### src/rtl/adder_arbiter_if.sv
// Request/response bundle for adder_arbiter.
// master: operand producers and result consumer. slave: the arbiter.
interface adder_arbiter_if #(
  parameter int NREQ  = 4,
  parameter int WIDTH = 64
) ();
  localparam int ID_W = $clog2(NREQ);

  logic [NREQ-1:0]       req_valid;
  logic [NREQ-1:0]       req_ready;
  logic [NREQ*WIDTH-1:0] req_a;
  logic [NREQ*WIDTH-1:0] req_b;
  logic                  rsp_valid;
  logic                  rsp_ready;
  logic [WIDTH-1:0]      rsp_sum;
  logic                  rsp_cout;
  logic [ID_W-1:0]       rsp_id;

  modport master (
    output req_valid, req_a, req_b, rsp_ready,
    input  req_ready, rsp_valid, rsp_sum, rsp_cout, rsp_id
  );

  modport slave (
    input  req_valid, req_a, req_b, rsp_ready,
    output req_ready, rsp_valid, rsp_sum, rsp_cout, rsp_id
  );
endinterface

### src/rtl/adder_arbiter.sv
// adder_arbiter: round-robin sharing of one WIDTH-bit adder between NREQ
// requesters, with a single registered response slot (valid/ready).
// Optional per-requester saturating grant counters when ADDER_ARB_STATS_EN
// is defined (adds stats_clr / grant_cnt ports).
module adder_arbiter #(
  parameter int NREQ  = 4,
  parameter int WIDTH = 64,
  parameter int CNT_W = 16
) (
  input  logic                  clk,
  input  logic                  rst,
  adder_arbiter_if.slave        bus,
  output logic                  busy
`ifdef ADDER_ARB_STATS_EN
  ,
  input  logic                  stats_clr,
  output logic [NREQ*CNT_W-1:0] grant_cnt
`endif
);

  localparam int ID_W = $clog2(NREQ);

  // Response slot and priority pointer.
  logic             rsp_valid_q, rsp_valid_d;
  logic [WIDTH-1:0] rsp_sum_q,   rsp_sum_d;
  logic             rsp_cout_q,  rsp_cout_d;
  logic [ID_W-1:0]  rsp_id_q,    rsp_id_d;
  logic [ID_W-1:0]  ptr_q,       ptr_d;

  // Arbitration results.
  logic             accept;
  logic             cand_found;
  logic [ID_W-1:0]  cand_idx;
  logic             grant;
  logic [WIDTH-1:0] a_sel;
  logic [WIDTH-1:0] b_sel;
  logic [WIDTH:0]   sum_full;

  assign accept = !rsp_valid_q || bus.rsp_ready;

  // Round-robin search: first valid requester at or after ptr, with wrap.
  // NOTE: every always_comb output gets a default first so no path leaves it
  // unassigned, which would otherwise infer a latch.
  always_comb begin
    int idx;
    cand_found = 1'b0;
    cand_idx   = '0;
    idx        = 0;
    // Walk offsets from far to near so the nearest valid requester wins.
    for (int k = NREQ - 1; k >= 0; k--) begin
      idx = int'(ptr_q) + k;
      if (idx >= NREQ) idx = idx - NREQ;
      if (bus.req_valid[idx]) begin
        cand_found = 1'b1;
        cand_idx   = ID_W'(idx);
      end
    end
  end

  assign grant         = cand_found && accept;
  assign bus.req_ready = grant ? (NREQ'(1) << cand_idx) : '0;

  // Shared adder: operands of the candidate, zero-extended so bit WIDTH is carry.
  always_comb begin
    a_sel    = bus.req_a[int'(cand_idx)*WIDTH +: WIDTH];
    b_sel    = bus.req_b[int'(cand_idx)*WIDTH +: WIDTH];
    sum_full = {1'b0, a_sel} + {1'b0, b_sel};
  end

  // Next slot contents and pointer: load on a grant, drain on rsp handshake.
  always_comb begin
    rsp_valid_d = grant || (rsp_valid_q && !bus.rsp_ready);
    rsp_sum_d   = rsp_sum_q;
    rsp_cout_d  = rsp_cout_q;
    rsp_id_d    = rsp_id_q;
    ptr_d       = ptr_q;
    if (grant) begin
      rsp_sum_d  = sum_full[WIDTH-1:0];
      rsp_cout_d = sum_full[WIDTH];
      rsp_id_d   = cand_idx;
      ptr_d      = (cand_idx == ID_W'(NREQ - 1)) ? '0 : cand_idx + 1'b1;
    end
  end

  // Slot and pointer registers.
  // NOTE: clocked state uses non-blocking assignments so every flop samples
  // pre-edge values regardless of process ordering.
  always_ff @(posedge clk or posedge rst) begin
    if (rst) begin
      rsp_valid_q <= 1'b0;
      rsp_sum_q   <= '0;
      rsp_cout_q  <= 1'b0;
      rsp_id_q    <= '0;
      ptr_q       <= '0;
    end else begin
      rsp_valid_q <= rsp_valid_d;
      rsp_sum_q   <= rsp_sum_d;
      rsp_cout_q  <= rsp_cout_d;
      rsp_id_q    <= rsp_id_d;
      ptr_q       <= ptr_d;
    end
  end

  assign bus.rsp_valid = rsp_valid_q;
  assign bus.rsp_sum   = rsp_sum_q;
  assign bus.rsp_cout  = rsp_cout_q;
  assign bus.rsp_id    = rsp_id_q;
  assign busy          = rsp_valid_q || (|bus.req_valid);

`ifdef ADDER_ARB_STATS_EN
  logic [CNT_W-1:0] cnt_q [NREQ];
  logic [CNT_W-1:0] cnt_d [NREQ];

  // Counter update: clear beats a same-cycle grant; increments saturate.
  always_comb begin
    for (int i = 0; i < NREQ; i++) begin
      cnt_d[i] = cnt_q[i];
      if (stats_clr) begin
        cnt_d[i] = '0;
      end else if (grant && (cand_idx == ID_W'(i)) && (cnt_q[i] != '1)) begin
        cnt_d[i] = cnt_q[i] + 1'b1;
      end
    end
  end

  // Counter registers.
  always_ff @(posedge clk or posedge rst) begin
    if (rst) begin
      for (int i = 0; i < NREQ; i++) cnt_q[i] <= '0;
    end else begin
      for (int i = 0; i < NREQ; i++) cnt_q[i] <= cnt_d[i];
    end
  end

  for (genvar g = 0; g < NREQ; g++) begin : g_cnt_out
    assign grant_cnt[g*CNT_W +: CNT_W] = cnt_q[g];
  end
`endif

endmodule
### src/flat_wrapper.sv
// flat-port wrapper written by rule: the top's interface ports become plain ports
module adder_arbiter_flat 
#(
  parameter int NREQ  = 4,
  parameter int WIDTH = 64,
  parameter int CNT_W = 16
)
  (clk, rst, busy, bus_req_valid, bus_req_a, bus_req_b, bus_rsp_ready, bus_req_ready, bus_rsp_valid, bus_rsp_sum, bus_rsp_cout, bus_rsp_id);
  adder_arbiter_if #(.NREQ(NREQ), .WIDTH(WIDTH)) bus_i ();
  input  logic clk;
  input  logic rst;
  output logic busy;
  input wire logic [$bits(bus_i.req_valid)-1:0] bus_req_valid;
  input wire logic [$bits(bus_i.req_a)-1:0] bus_req_a;
  input wire logic [$bits(bus_i.req_b)-1:0] bus_req_b;
  input wire logic [$bits(bus_i.rsp_ready)-1:0] bus_rsp_ready;
  output wire logic [$bits(bus_i.req_ready)-1:0] bus_req_ready;
  output wire logic [$bits(bus_i.rsp_valid)-1:0] bus_rsp_valid;
  output wire logic [$bits(bus_i.rsp_sum)-1:0] bus_rsp_sum;
  output wire logic [$bits(bus_i.rsp_cout)-1:0] bus_rsp_cout;
  output wire logic [$bits(bus_i.rsp_id)-1:0] bus_rsp_id;
  assign bus_i.req_valid = bus_req_valid;
  assign bus_i.req_a = bus_req_a;
  assign bus_i.req_b = bus_req_b;
  assign bus_i.rsp_ready = bus_rsp_ready;
  assign bus_req_ready = bus_i.req_ready;
  assign bus_rsp_valid = bus_i.rsp_valid;
  assign bus_rsp_sum = bus_i.rsp_sum;
  assign bus_rsp_cout = bus_i.rsp_cout;
  assign bus_rsp_id = bus_i.rsp_id;
  adder_arbiter #(.NREQ(NREQ), .WIDTH(WIDTH), .CNT_W(CNT_W)) u_core (.clk(clk), .rst(rst), .bus(bus_i), .busy(busy));
endmodule
### config.mk
export PLATFORM = sky130hd
export DESIGN_NAME = adder_arbiter_flat
export DESIGN_NICKNAME = d
export VERILOG_FILES = /design/src/rtl/adder_arbiter_if.sv /design/src/rtl/adder_arbiter.sv /design/src/flat_wrapper.sv
export SDC_FILE = /design/constraint.sdc
export NUM_CORES = 1
export LEC_CHECK = 0
export ABC_CLOCK_PERIOD_IN_PS = 5900
export CAP_MARGIN = 20
export CORE_AREA = 2 2 231 233
export CTS_BUF_LIST = sky130_fd_sc_hd__clkbuf_8
export CTS_CLUSTER_DIAMETER = 50
export DETAILED_ROUTE_END_ITERATION = 8
export DIE_AREA = 0 0 233 235
export HOLD_SLACK_MARGIN = 0.08
export PLACE_DENSITY = 0.55
export SYNTH_ARGS = -nofsm -noshare
export SYNTH_HDL_FRONTEND = slang
export SYNTH_SLANG_ARGS = --single-unit
### constraint.sdc
create_clock -name clk -period 5.9 [get_ports clk]
set_clock_uncertainty 0.05 [all_clocks]
set_input_delay 0.885 -clock clk [delete_from_list [all_inputs] [get_ports clk]]
set_output_delay 0.885 -clock clk [all_outputs]
set_load 0.005 [all_outputs]
==> out/results.md <==
| Group | Metric | Value |
| --- | --- | --- |
| status | Outcome | finished clean |
| power and ir drop | Net switching component of the power | 4.185 mW |
| timing | Final count of pins violating max slew | 0 |
| global routing | Maximum number of pins on one net before global-route repair | 67 |
| timing | Min Clock Period, post-route | 5437 ps |
| routing | Number of violations reported at the end of detailed-routing iteration 0 | 757 |
| synth | Async set-reset flop share out of synthesis | 100.0% |
| critical path | Critical path startpoint category | input pin |
| clock tree | Library cell used as clock root buffer | sky130_fd_sc_hd__clkbuf_8 |
| routing | Number of vias per cell | 4.778 |
| finish | Proportion of layout cells with a drive suffix above 1 | 6.429% |
| clock tree | Inserted Clock Buffers | 9 |
| clock tree | Htree depth | 3 |
| routing | Routed length on met1 | 23.45 mm |
| timing | Actual transition at the worst max-transition pin | 782.9 ps |
| synth | Portion of the post-synthesis area used by sequential elements | 17.25% |
| floorplan | Die width | 233 µm |
| clock tree | CTS tree | done |
| clock tree | Post-cts resize count | 0 |
| floorplan | Core Rows | 84 |
| synth | Post-Syn Instances | 1645 |
| global routing | Wire length of the first global-routing pass | 83.56 mm |
| critical path | Critical Path Fanout Max | 56 |
| floorplan | Placeable Area | 52240 µm² |
| global routing | Initial antenna violation count | 2 |
| timing | Maximum achievable frequency | 183.9 MHz |
| clock tree | CTS clk-pin slew, worst paths | 90 ps |
| routing | Number of vias after detailed routing | 13990 |
| run | Max-cap violations | 0 |
| power and ir drop | Cell internal pwr | 4.034 mW |
| critical path | Crit Path Category | in2reg |
| timing | Unrepaired setup endpoints after global routing | no |
| floorplan | Top Ports | 592 |
| timing | Final Hold Slack | 428.8 ps |
| timing | Final count of negative-setup-slack endpoints | 0 |
| timing | Hold Violations, Final | 0 |
| finish | Register cell area after layout | 1752 µm² |
| finish | Multi-input gate area in the final layout | 7900 µm² |
| power and ir drop | Maximum vdd drop | 0.0001483 V |
| routing | DRC violation count after routing | 0 |
| finish | Number of filler cells placed in the layout | 5671 |
| timing | Portion of the clock cycle consumed by the worst path in the final layout | 92.15% |
| finish | Antenna diode count | 0 |
| critical path | Number of buffers and inverters on the critical path | 3 |
| critical path | CP Data Required Time | 6130 ps |
| clock tree | Count of clock tree sinks | 70 |
| critical path | Arrival @ worst endpoint | 5670 ps |
| synth | Number of synthesized flops with an enable pin | 0 |
| critical path | Critical path cell sequence | clkdlybuf4s50_1 > a21boi_0 > o221ai_4 > buf_12 > and3_1 > a31oi_1 > ha_1 > fa_1 > a21oi_1 > o21ai_0 > a21oi_1 > a211o_1 > a211oi_2 > o21ai_2 > buf_4 > a32oi_4 > a41oi_2 > o2111ai_1 > nand3_1 |
| routing | Antenna-violating nets left | 0 |
| floorplan | Overall die area | 54760 µm² |
| synth | Synthesized cell area | 10160 µm² |
| global routing | Via count of the first global-routing pass | 14330 |
| finish | Most frequent cells in the layout | sky130_fd_sc_hd__nand2_1, sky130_fd_sc_hd__clkdlybuf4s50_1, sky130_fd_sc_hd__a31oi_1 |
| power and ir drop | Leak | 7.647 nW |
| synth | Synth Warn # | 0 |
| floorplan | Y dimension of the die | 235 µm |
| power and ir drop | Sequential cell fraction of total power | 10.7% |
| hold path | Number of cells on the worst hold path | 2 |
| power and ir drop | Clock Power Share | 5.2% |
| critical path | Top cell by count, worst path | sky130_fd_sc_hd__a21oi_1 |
| power and ir drop | Switching share of total power | 50.92% |
| routing | DR pass1 iterations | 5 |
| finish | Post-route standard cell area excluding fillers | 17600 µm² |
| timing | Tightest slew margin relative to the limit | 47.81% |
| placement | Placed Instance Area | 17410 µm² |
| clock tree | Post CTS Setup Buffer Count | 0 |
| clock tree | Buffers from clock root to sink, at most | 2 |
| critical path | Maximum cell stage delay along the critical path | 550 ps |
| floorplan | Initial core utilization | 19.44% |
| synth | Yosys reg bits | 70 |
| finish | Utilization after layout | 33.69% |
| synth | Dominant register cell in the synthesized netlist | sky130_fd_sc_hd__dfrtp_1 |
| routing | Avg WL per Cell | 19.17 µm |
| critical path | Number of cells traversed by the worst register-to-register path | 20 |
| power and ir drop | PwrDens | 467.1 nW/µm² |
| synth | Net count after synthesis | 2233 |
| routing | Detailed-route wire length | 56.12 mm |
| routing | Met2 layer wire length in the routed design | 28.02 mm |
| placement | Routability congestion estimate from global placement | 0.9200 |
| clock tree | Clk_lat worst skew | 390 ps |
| synth | Mean cell area of the mapped netlist | 6.174 µm² |
| finish | Area growth, synth to finish | 73.25% |
| power and ir drop | Combinational Power Share | 84.2% |
| clock tree | Number of buffers inserted for hold repair after clock tree synthesis | 0 |
| hold path | Classification of the worst-slack hold path | reg2reg |
| critical path | Nature of the critical path endpoint | flop |
| synth | Count of different cell masters after synthesis | 70 |
| global routing | Overall Global Routing Usage | 19.79% |
| finish | Final #Nets | 2824 |
| placement | Port bufs | 591 |
| routing | DR top layer | met5 |
| critical path | WP depth | 19 |
| routing | Met3 WL post-DR | 3.602 mm |
| placement | Final HPWL DP | 46.57 mm |
| critical path | Slowest stage cell, crit path | sky130_fd_sc_hd__clkdlybuf4s50_1 |
| critical path | Top cell family by delay on the critical path | compound AO/OA/AOI/OAI gates |
| global routing | Total overflow reported by the global router | 0 |
| finish | Leading cell type in the layout, fill and taps excluded | sky130_fd_sc_hd__nand2_1 |
[cell usage after synthesis (4+ instances only)]
cell	count	area, µm²
sky130_fd_sc_hd__a21o_1	32	240.2
sky130_fd_sc_hd__a21oi_1	81	405.4
sky130_fd_sc_hd__a31oi_1	140	875.8
sky130_fd_sc_hd__and2_1	12	75.07
sky130_fd_sc_hd__and3_1	131	819.5
sky130_fd_sc_hd__clkbuf_1	105	394.1
sky130_fd_sc_hd__dfrtp_1	70	1752
sky130_fd_sc_hd__ha_1	68	850.8
sky130_fd_sc_hd__inv_1	17	63.81
sky130_fd_sc_hd__nand2_1	643	2414
sky130_fd_sc_hd__nand2b_1	5	31.28
sky130_fd_sc_hd__nand3_1	20	100.1
sky130_fd_sc_hd__nand4_1	13	81.33
sky130_fd_sc_hd__nor2_1	43	161.4
sky130_fd_sc_hd__nor3_1	11	55.05
sky130_fd_sc_hd__o2111ai_1	4	35.03
sky130_fd_sc_hd__o211ai_1	4	30.03
sky130_fd_sc_hd__o21a_1	9	67.56
sky130_fd_sc_hd__o21ai_0	89	445.4
sky130_fd_sc_hd__o21ai_1	6	30.03
sky130_fd_sc_hd__o21bai_1	12	90.09
sky130_fd_sc_hd__or3_1	6	37.54
sky130_fd_sc_hd__xnor2_1	26	227.7
sky130_fd_sc_hd__xor2_1	27	236.5
[tightest hold or removal path, cell delays in order (launching register included)]
cell and delay [ps]:
sky130_fd_sc_hd__dfrtp_1 350, sky130_fd_sc_hd__nand2_1 50, sky130_fd_sc_hd__nand2_1 50
[through the flow]
step / TNS, ps / power, mW / setup slack [ps] / std cells
final: 0 / 8.219 / 462.9 / 2928
after global routing: 0 / 9.015 / 166.9 / 2928
after CTS: 0 / 8.281 / 455.7 / 2928
after detailed placement: -10.36 / 7.798 / -9.508 / 2913
after global placement: 0 / 7.777 / 53.88 / 2913
after floorplan: 0 / 4.905 / 816.7 / 1645
[worst paths after layout]
kind,endpoint,from,slack [ps]
hold reg to reg,u_core.bus.rsp_sum[1],u_core.bus.rsp_sum[1],430
min in group asynchronous,u_core.bus.rsp_sum[1],rst,750
setup / recovery,u_core.bus.rsp_sum[58],bus_req_valid[1],460
hold / removal,u_core.bus.rsp_sum[1],u_core.bus.rsp_sum[1],430
setup reg to reg,u_core.bus.rsp_sum[58],u_core.ptr_q[1],1020
max in group asynchronous,u_core.ptr_q[1],rst,3900
[routing by layer]
layer | vias to the layer above | global-route usage [%]
met5 | - | 0
met4 | 2 | 4.053
met3 | 57 | 4.053
met2 | 493 | 35.78
met1 | 6517 | 23.94
li1 | 6921 | -
[power groups by stage]
| stage | sequential (mW) | combinational [mW] | clock, mW |
|---|---|---|---|
| 5_1_grt | 0.909 | 7.64 | 0.471 |
| 6_report | 0.876 | 6.92 | 0.425 |
| 4_1_cts | 0.879 | 6.95 | 0.453 |
| 3_5_place_dp | 0.887 | 6.91 | 0 |
| 2_1_floorplan | 0.875 | 4.03 | 0 |
| 3_3_place_gp | 0.877 | 6.90 | 0 |
[registers in the layout (all words and copies together), names as in the netlist]
register / cells
u_core.bus.rsp_cout: 1
u_core.bus.rsp_id: 2
u_core.bus.rsp_sum: 64
u_core.bus.rsp_valid: 1
u_core.ptr_q: 2
[cell type report]
cell class | instances | area share, %
Clock buffer | 9 | 0.7040
Clock inverter | 6 | 0.3627
Inverter | 18 | 0.4480
Multi-Input combinational cell | 1441 | 44.90
Sequential cell | 70 | 9.955
Tap cell | 688 | 4.892
Timing Repair Buffer | 696 | 38.74
[cells by family (layout without fill, tap and decap cells)]
kind of cell	Yosys count	after routing	share of synthesized area, %
flip-flops	70	70	17.25
multiplexers	3	3	0.3203
buffers and inverters	134	729	5.396
AO/OA/AOI/OAI	416	416	25.49
XOR/XNOR	53	53	4.571
adder cells (fa/ha/maj)	69	69	8.575
AND/OR/NAND/NOR	900	900	38.40
Note: power is estimated with default switching activity, not from simulation.
